<file path="config.mk">
export PLATFORM = sky130hd
export DESIGN_NAME = fofb_dsp_readout_sequencer
export DESIGN_NICKNAME = d
export VERILOG_FILES = /design/src/rtl/fofb_dsp_readout_sequencer.sv
export SDC_FILE = /design/constraint.sdc
export NUM_CORES = 1
export LEC_CHECK = 0
export BUFFER_PORTS_ARGS = -buffer_cell sky130_fd_sc_hd__buf_4
export CAP_MARGIN = 20
export CORE_MARGIN = 3
export CORE_UTILIZATION = 53
export CTS_CLUSTER_SIZE = 12
export DETAILED_ROUTE_END_ITERATION = 8
export PLACE_DENSITY = 0.85
export SYNTH_ARGS = -nofsm -noshare
export SYNTH_HDL_FRONTEND = slang
export SYNTH_SLANG_ARGS = --single-unit
</file>
<file path="constraint.sdc">
create_clock -name sysClk -period 6.2 [get_ports sysClk]
set_input_delay 1.24 -clock sysClk [delete_from_list [all_inputs] [get_ports sysClk]]
set_output_delay 1.24 -clock sysClk [all_outputs]
set_load 0.02 [all_outputs]
</file>
<file path="src/rtl/fofb_dsp_readout_sequencer.sv">
// Fast-orbit-feedback DSP readout sequencer: once per FA cycle, walks the gatherer's
// BPM readout address and streams the captured X/Y/S words as one AXI-Stream packet.
module fofb_dsp_readout_sequencer #(
  parameter int FOFB_INDEX_WIDTH  = 9,
  parameter int CYCLE_COUNT_WIDTH = 16
) (
  input  logic                         sysClk,
  input  logic                         sysReset,
  input  logic                         FAstrobe,
  input  logic                         readoutValid,
  input  logic [FOFB_INDEX_WIDTH:0]    bpmCount,
  output logic [FOFB_INDEX_WIDTH-1:0]  fofbDSPreadoutAddress,
  input  logic [31:0]                  fofbDSPreadoutX,
  input  logic [31:0]                  fofbDSPreadoutY,
  input  logic [31:0]                  fofbDSPreadoutS,
  output logic                         M_TVALID,
  input  logic                         M_TREADY,
  output logic                         M_TLAST,
  output logic [31:0]                  M_TDATA,
  output logic                         busy,
  output logic                         doneStrobe,
  output logic                         overrunStrobe,
  output logic [CYCLE_COUNT_WIDTH-1:0] lastFrameCycles
);

  typedef enum logic [1:0] {ST_IDLE, ST_ARMED, ST_FETCH, ST_SEND} state_t;
  typedef enum logic [1:0] {BEAT_X, BEAT_Y, BEAT_S} beat_t;

  localparam logic [FOFB_INDEX_WIDTH:0]    MAX_COUNT = {1'b1, {FOFB_INDEX_WIDTH{1'b0}}};
  localparam logic [FOFB_INDEX_WIDTH:0]    CNT_ONE   = {{FOFB_INDEX_WIDTH{1'b0}}, 1'b1};
  localparam logic [FOFB_INDEX_WIDTH-1:0]  ADDR_ONE  = {{(FOFB_INDEX_WIDTH-1){1'b0}}, 1'b1};
  localparam logic [CYCLE_COUNT_WIDTH-1:0] CYC_ONE   = {{(CYCLE_COUNT_WIDTH-1){1'b0}}, 1'b1};

  state_t                         state_q;
  beat_t                          beat_q;
  logic [FOFB_INDEX_WIDTH-1:0]    addr_q;
  logic [FOFB_INDEX_WIDTH:0]      count_q;
  logic                           rv_q;
  logic                           fetch_q;
  logic [CYCLE_COUNT_WIDTH-1:0]   frame_cnt_q;
  logic [63:0]                    capture_q;
  logic                           tvalid_q;
  logic                           tlast_q;
  logic [31:0]                    tdata_q;
  logic                           busy_q;
  logic                           done_q;
  logic                           overrun_q;
  logic [CYCLE_COUNT_WIDTH-1:0]   lfc_q;

  logic [FOFB_INDEX_WIDTH:0]      count_clamped;
  logic [CYCLE_COUNT_WIDTH-1:0]   frame_cnt_inc;
  logic                           start;
  logic                           last_bpm;
  logic                           active;
  logic                           fetch_exit;

  assign count_clamped = (bpmCount > MAX_COUNT) ? MAX_COUNT : bpmCount;
  assign start         = readoutValid & ~rv_q;
  assign last_bpm      = (({1'b0, addr_q} + CNT_ONE) == count_q);
  assign frame_cnt_inc = (&frame_cnt_q) ? frame_cnt_q : frame_cnt_q + CYC_ONE;
  assign active        = (state_q == ST_FETCH) || (state_q == ST_SEND);
  assign fetch_exit    = (state_q == ST_FETCH) && fetch_q;

  // NOTE: the capture buffer is pure datapath and is always loaded before it is read,
  // so it stays out of reset and needs no reset fan-out.
  always_ff @(posedge sysClk) begin
    if (fetch_exit) begin
      capture_q <= {fofbDSPreadoutS, fofbDSPreadoutY};
    end
  end

  // NOTE: every register here uses non-blocking assignments so all branches see the
  // pre-edge values of state_q, beat_q and addr_q regardless of statement order.
  always_ff @(posedge sysClk) begin
    if (sysReset) begin
      state_q     <= ST_IDLE;
      beat_q      <= BEAT_X;
      addr_q      <= '0;
      count_q     <= '0;
      rv_q        <= 1'b0;
      fetch_q     <= 1'b0;
      frame_cnt_q <= '0;
      tvalid_q    <= 1'b0;
      tlast_q     <= 1'b0;
      tdata_q     <= '0;
      busy_q      <= 1'b0;
      done_q      <= 1'b0;
      overrun_q   <= 1'b0;
      lfc_q       <= '0;
    end else begin
      rv_q      <= readoutValid;
      done_q    <= 1'b0;
      overrun_q <= active & FAstrobe;
      if (active) begin
        frame_cnt_q <= frame_cnt_inc;
      end

      unique case (state_q)
        ST_IDLE: begin
          if (FAstrobe && (count_clamped != '0)) begin
            state_q <= ST_ARMED;
            busy_q  <= 1'b1;
            addr_q  <= '0;
            count_q <= count_clamped;
          end
        end
        ST_ARMED: begin
          if (start) begin
            state_q     <= ST_FETCH;
            frame_cnt_q <= '0;
            beat_q      <= BEAT_X;
            fetch_q     <= 1'b0;
          end
        end
        ST_FETCH: begin
          // Address has been stable for two cycles; the gatherer data is now valid.
          if (fetch_q) begin
            state_q  <= ST_SEND;
            beat_q   <= BEAT_X;
            tvalid_q <= 1'b1;
            tlast_q  <= 1'b0;
            tdata_q  <= fofbDSPreadoutX;
          end else begin
            fetch_q <= 1'b1;
          end
        end
        ST_SEND: begin
          if (M_TREADY) begin
            case (beat_q)
              BEAT_X: begin
                beat_q  <= BEAT_Y;
                tdata_q <= capture_q[31:0];
              end
              BEAT_Y: begin
                beat_q  <= BEAT_S;
                tdata_q <= capture_q[63:32];
                tlast_q <= last_bpm;
              end
              default: begin
                tvalid_q <= 1'b0;
                tlast_q  <= 1'b0;
                if (last_bpm) begin
                  state_q <= ST_IDLE;
                  busy_q  <= 1'b0;
                  done_q  <= 1'b1;
                  lfc_q   <= frame_cnt_inc;
                end else begin
                  state_q <= ST_FETCH;
                  fetch_q <= 1'b0;
                  addr_q  <= addr_q + ADDR_ONE;
                end
              end
            endcase
          end
        end
      endcase
    end
  end

  assign fofbDSPreadoutAddress = addr_q;
  assign M_TVALID              = tvalid_q;
  assign M_TLAST               = tlast_q;
  assign M_TDATA               = tdata_q;
  assign busy                  = busy_q;
  assign doneStrobe            = done_q;
  assign overrunStrobe         = overrun_q;
  assign lastFrameCycles       = lfc_q;

endmodule

</file>
==> impl_results.md, run 1 <==
* Peak supply drop at about 180 µV
* Post-synth EDFFs at 64
* TritonCTS clock tree: yes
* Most frequent cells in the layout: buf_4 (177), nor2_1 (104), dfxtp_1 (94)
* Status: finished, final reports clean
* Number of max-cap violations at 0
* Final Skew at 0.00738 ns
* Core Box Area at around 13000 µm²
* Main synth FF type: dfxtp_1
* Mapped Area at about 7000 µm²
* Total track usage at between 20% and 30%
* Die Wd at 120 µm
* Area Growth Syn to Fin at 28.3%
* Die Area at ~14000 µm²
* CTS clk-pin slew, worst paths at 0.06 ns
* DRT iter0 DRCs at roughly 410
* Fmax at between 200 and 300 MHz
* Synth unique cells at 64
* Synth Area per Inst at between 10 and 15 µm²
* Global-route wire length before repair at between 20 and 30 mm
* Setup crit start kind: flip-flop
* Sequential share of the synthesized area at between 50% and 60%
* CTS Buffer Depth at 2
* Worst skew pair latency at 0.42 ns
* Crit path time final at between 3 and 4 ns
* HP Class: reg -> reg
* Crit path kind: reg -> reg
* Endpoints failing hold at 0
* Switch Pwr at ~500 µW
* Setup-failing EPs final at 0
* Slew Viols, Final at 0
* Util after Layout at a little over two thirds
* Setup_tns at 0 ns
* Final Cycle Share at between 50% and 60%
* Cell family with most CP delay: simple AND/OR/NAND/NOR gates
* Worst slew pin tran at between 1 and 1.5 ns
* R2R depth at 8
* Mapped Cells at between 600 and 700
* Required time of the critical path at about 6.5 ns
* YS warnings at 0
* Layout cells sized above 1 at a little over a quarter
* P_leak at 3.37 nW
* Comb pwr share at roughly 6.4%
* IO Port Bufs at between 150 and 200
* Inst Count DP at 980
* Seq cells post-synth at around 160
* Mapped Nets at between 700 and 800
* Commonest non-fill, non-tap cell in the layout: buf_4
* RSZ-0062 raised after global routing: no
* DR WL/cell at 17.1 µm
* Worst Hold Launch: lastFrameCycles[11]
* Initial Util at between 50% and 60%
* Switching share of power at a little over a fifth
* Post-route cell area at roughly 8900 µm²
* Die Ht at 120 µm
* Post-CTS setup buffers at 0
* Crit path capture type: flip-flop
* CTS sink count at 158
* Power density over the cells at 255 nW/µm²
* Root Driver: clkbuf_16
* DP Wirelength at around 12 mm
* First-pass DRT Iterations at 5
* # fillers at 951
* Clk network pwr share at between 40% and 50%
* Reg2Reg Setup Slack at between 2 and 3 ns
* Total grt overflow at 0
* Hold Path Stages at 2
* Final hold slack at about 0.45 ns
* Vias in the first global route at about 5600
* Hold Path Sink: lastFrameCycles[11]
* Vias/cell at approximately 5.7
* CP max stage delay at slightly below 0.8 ns
* DRC at 0
* Reg-to-Reg End: lastFrameCycles[11]
* Internal power at ~1.8 mW
* Placed inst area at between 8000 and 9000 µm²
* Max_slew headroom at approximately 32%
* Reg power frac at roughly half
* Max FO, Critical Path at 21
* Vias at ~5800
* Share of synthesized registers carrying an async set or reset at 0%
* H-tree depth at 4
* Critical-path top delay cell: nand3_1
* GPL Wtd Cong at 0.849
* Hold_buf cts at 0
* Largest net degree at the start of global routing at 79
* Worst R2R Start: fofbDSPreadoutAddress[0]
* Boundary Pins at approximately 170
* Non-Filler Instances at around 1000
* Number of gates resized after cts at 0
* Antenna-violating nets left at 0
* Nets@finish at 941
* CP cell instances: ha_1 > and4_1 > and2_1 > xor2_1 > a221oi_1 > nand3_1 > a311o_1 > a21oi_1
* WP buf/inv at 0
* Final WL at 17.3 mm
* CTS Buf Count at 17
* # rows at around 40
* N_diodes at 0
* Initial antenna violation count at 0
* WP data arrival at roughly 4.0 ns
==> cell usage after synthesis (3+ instances only) <==
library cell	count	area share [%]
a211oi_1	35	3.8
and3_1	7	0.63
or3_1	3	0.27
a31o_1	3	0.38
edfxtp_1	64	28
clkbuf_1	38	2.1
o41ai_1	3	0.38
buf_2	3	0.22
mux2i_1	44	6.4
nor3_1	12	0.87
nand2_1	46	2.5
o21ai_0	9	0.65
nand3b_1	10	1.1
nand3_1	18	1.3
o2111ai_1	3	0.38
xnor2_1	17	2.1
o211ai_1	3	0.32
or4_1	4	0.43
buf_1	4	0.22
nor2b_1	6	0.54
a21oi_1	62	4.5
and2_1	4	0.36
a31oi_1	4	0.36
nor2_1	104	5.6
xor2_1	14	1.8
dfxtp_1	94	27
nand4_1	6	0.54
and4_1	6	0.76
inv_1	9	0.49
==> registers in the layout (all words and copies together), names as in the netlist <==
name,cells
M_TDATA,32
M_TLAST,1
M_TVALID,1
beat_q,2
busy,1
capture_q,64
count_q,10
doneStrobe,1
fetch_q,1
fofbDSPreadoutAddress,9
frame_cnt_q,16
lastFrameCycles,16
overrunStrobe,1
rv_q,1
state_q,2
==> worst max path at each step <==
stage                                   from  cells past startpoint                   to
floorplan                         state_q[1]                      3         capture_q[0]
global placement                    M_TREADY                      6  lastFrameCycles[11]
detailed placement                  M_TREADY                      6  lastFrameCycles[11]
CTS                 fofbDSPreadoutAddress[0]                      8  lastFrameCycles[11]
global route        fofbDSPreadoutAddress[0]                      8  lastFrameCycles[11]
finish              fofbDSPreadoutAddress[0]                      8  lastFrameCycles[11]
==> metal layers <==
layer | global-route usage, % | part of all wire, % | vias up
met5 | 0 | 0 | -
met4 | 8.43 | 1.9 | 0
met3 | 6.55 | 7.0 | 36
met2 | 43.5 | 52 | 227
met1 | 27.7 | 39 | 2751
li1 | - | - | 2743
==> area by class of cell <==
type	count	area, µm²	share of cell area [%]
Clock buffer	22	464	5.22
Clock inverter	10	115	1.29
Inverter	9	33.8	0.380
Multi-Input combinational cell	464	2910	32.7
Sequential cell	158	3800	42.8
Tap cell	172	215	2.42
Timing Repair Buffer	178	1350	15.2
==> logic make-up (layout without fill, tap and decap cells) <==
kind of cell	Yosys count	after routing	share of synthesized area (%)
fa+ha+maj	2	2	0.361
simple gates	241	241	16.9
mux	45	45	6.52
xor+xnor	31	31	3.92
buf+inv	57	219	3.36
compound gates	145	145	14.1
flops	158	158	54.9
==> power groups by stage <==
stage,sequential [mW],clock (mW),combinational [mW]
after global routing,1.10,1.08,0.156
after floorplan,1.12,0,0.0650
after detailed placement,1.13,0,0.142
after CTS,1.10,1.03,0.143
final,1.10,1.02,0.144
after global placement,1.12,0,0.137
==> stage by stage <==
stage	total power [mW]	setup slack, ns
after global placement	1.26	2.51
after global routing	2.34	2.28
after detailed placement	1.27	2.36
after floorplan	1.19	0.519
final	2.27	2.51
after CTS	2.28	2.58
==> tightest hold or removal path, cell delays in order, from the launching register on <==
cell	delay [ns]
dfxtp_1	0.31
nand2_1	0.05
a21oi_1	0.05
(Power assumes the default switching activity.)
==> inputs of run 2 (changes only) <==
- CORE_UTILIZATION: 53 -> 48
- PLACE_DENSITY: 0.85 -> 0.81
- clock period: 6.2 -> 3 ns (I/O delays scaled with it)
==> impl_results.md, run 2 (synthesis gave the netlist of run 1 again) <==
* Status: finished, final reports clean
* DRC at 0
* Fmax at between 300 and 400 MHz
* Worst slew pin tran at approximately 0.89 ns
* Endpoints failing hold at 0
* GPL Wtd Cong at 0.892
* Initial Util at roughly half
* DRT iter0 DRCs at 370
* Largest net degree at the start of global routing at 77
* CTS clk-pin slew, worst paths at 0.06 ns
* Total grt overflow at 0
* Max_slew headroom at approximately two fifths
* Die Area at 15900 µm²
* Peak supply drop at around 370 µV
* Die Ht at between 100 and 150 µm
* CTS Buffer Depth at 2
* Boundary Pins at 173
* Critical-path top delay cell: dfxtp_1
* Root Driver: clkbuf_16
* Commonest non-fill, non-tap cell in the layout: buf_4
* Post-CTS setup buffers at 0
* # rows at 43
* Register name with the most flops: capture_q
* CTS Buf Count at 17
* Vias/cell at between 5 and 6
* Area Growth Syn to Fin at 31.2%
* Antenna-violating nets left at 0
* N_diodes at 0
* Global-route wire length before repair at between 20 and 30 mm
* HP Class: in -> reg
* Hold_buf cts at 0
* RSZ-0062 raised after global routing: no
* Slew Viols, Final at 0
* IO Port Bufs at 172
* Inst Count DP at 1006
* Final Skew at approximately 0.0081 ns
* Worst Hold Launch: fofbDSPreadoutY[16]
* Crit path time final at 2.69 ns
* Vias in the first global route at about 5500
* DR WL/cell at 16.1 µm
* Crit path capture type: flip-flop
* Layout cells sized above 1 at 28.6%
* TritonCTS clock tree: yes
* Reg2Reg Setup Slack at 0.31 ns
* P_leak at around 3.5 nW
* Setup_tns at 0 ns
* Hold Path Sink: capture_q[16]
* Hold Path Stages at 1
* Vias at roughly 5700
* Max FO, Critical Path at 8
* DP Wirelength at around 12 mm
* WP data arrival at 3.04 ns
* Non-Filler Instances at slightly above 1000
* Max reg flops at 64
* CP cell instances: ha_1 > and4_1 > and2_1 > xor2_1 > a221oi_1 > nand3_1 > buf_4 > a311o_1 > a21oi_1
* First-pass DRT Iterations at 5
* CTS sink count at 158
* Initial antenna violation count at 0
* H-tree depth at 4
* Core Box Area at around 14000 µm²
* CP max stage delay at 0.49 ns
* Setup-failing EPs final at 0
* Worst R2R Start: fofbDSPreadoutAddress[0]
* Final Cycle Share at between 80% and 90%
* Power density over the cells at ~530 nW/µm²
* Worst skew pair latency at between 0.4 and 0.5 ns
* Die Wd at between 100 and 150 µm
* R2R depth at 9
* Number of max-cap violations at 0
* Total track usage at between 20% and 30%
* Final WL at 16.7 mm
* Number of gates resized after cts at 0
* Nets@finish at approximately 960
* Crit path kind: reg -> reg
* Reg-to-Reg End: lastFrameCycles[11]
* Setup crit start kind: flip-flop
* Required time of the critical path at between 3 and 4 ns
* Most frequent cells in the layout: buf_4 (193), nor2_1 (104), dfxtp_1 (94)
run 2: stage by stage:
stage | utilization [%] | hold WS [ns] | cell area [µm²] | setup slack [ns] | power [mW]
2_1_floorplan | - | 0.444 | 6940 | 0.270 | 2.46
3_3_place_gp | 60.5 | 0.438 | 8470 | 0.431 | 2.62
3_5_place_dp | 60.5 | 0.447 | 8470 | 0.380 | 2.63
4_1_cts | 65.0 | 0.336 | 9090 | 0.328 | 4.87
5_1_grt | 65.0 | 0.328 | 9090 | 0.115 | 5.00
6_report | 65.0 | 0.350 | 9090 | 0.310 | 4.85
run 2: area by class of cell:
cell class	instances	area, µm²
fillers	1083	4900
flip-flops and latches	158	3800
well taps	180	225
clock inverters	12	156
clock buffers	20	467
inverters	9	33.8
multi-input cells	464	2920
repair buffers	195	1490
run 2: how the worst max path moves through the flow:
stage               cells after the start  slack, ns                startpoint                  end
detailed placement                      9       0.38  fofbDSPreadoutAddress[0]  lastFrameCycles[11]
floorplan                               3       0.27                state_q[1]         capture_q[0]
global route                            9       0.11  fofbDSPreadoutAddress[0]  lastFrameCycles[11]
finish                                  9       0.31  fofbDSPreadoutAddress[0]  lastFrameCycles[11]
CTS                                     9       0.33  fofbDSPreadoutAddress[0]  lastFrameCycles[11]
global placement                        9       0.43  fofbDSPreadoutAddress[0]  lastFrameCycles[11]
run 2: critical path: cells and delay by family, from the launching register on:
family / cells / cell delay (ns)
compound gates: 3 / 0.81
flops: 1 / 0.49
simple gates: 3 / 0.76
xor+xnor: 1 / 0.13
fa+ha+maj: 1 / 0.22
buf+inv: 1 / 0.21
run 2: report_power, final:
part | internal (mW) | switching [mW]
logic | 0.155 | 0.154
clock network | 1.38 | 0.881
registers | 2.25 | 0.0212
total | 3.79 | 1.06
run 2: metal layers:
layer	vias to the layer above	share of wire, %	wire [µm]	track usage, %
met1	2677	41	6830	25.3
met3	19	8.4	1410	7.89
met2	191	49	8270	36.1
met5	-	0	0	0
li1	2787	-	-	-
met4	0	1.4	229	5.93
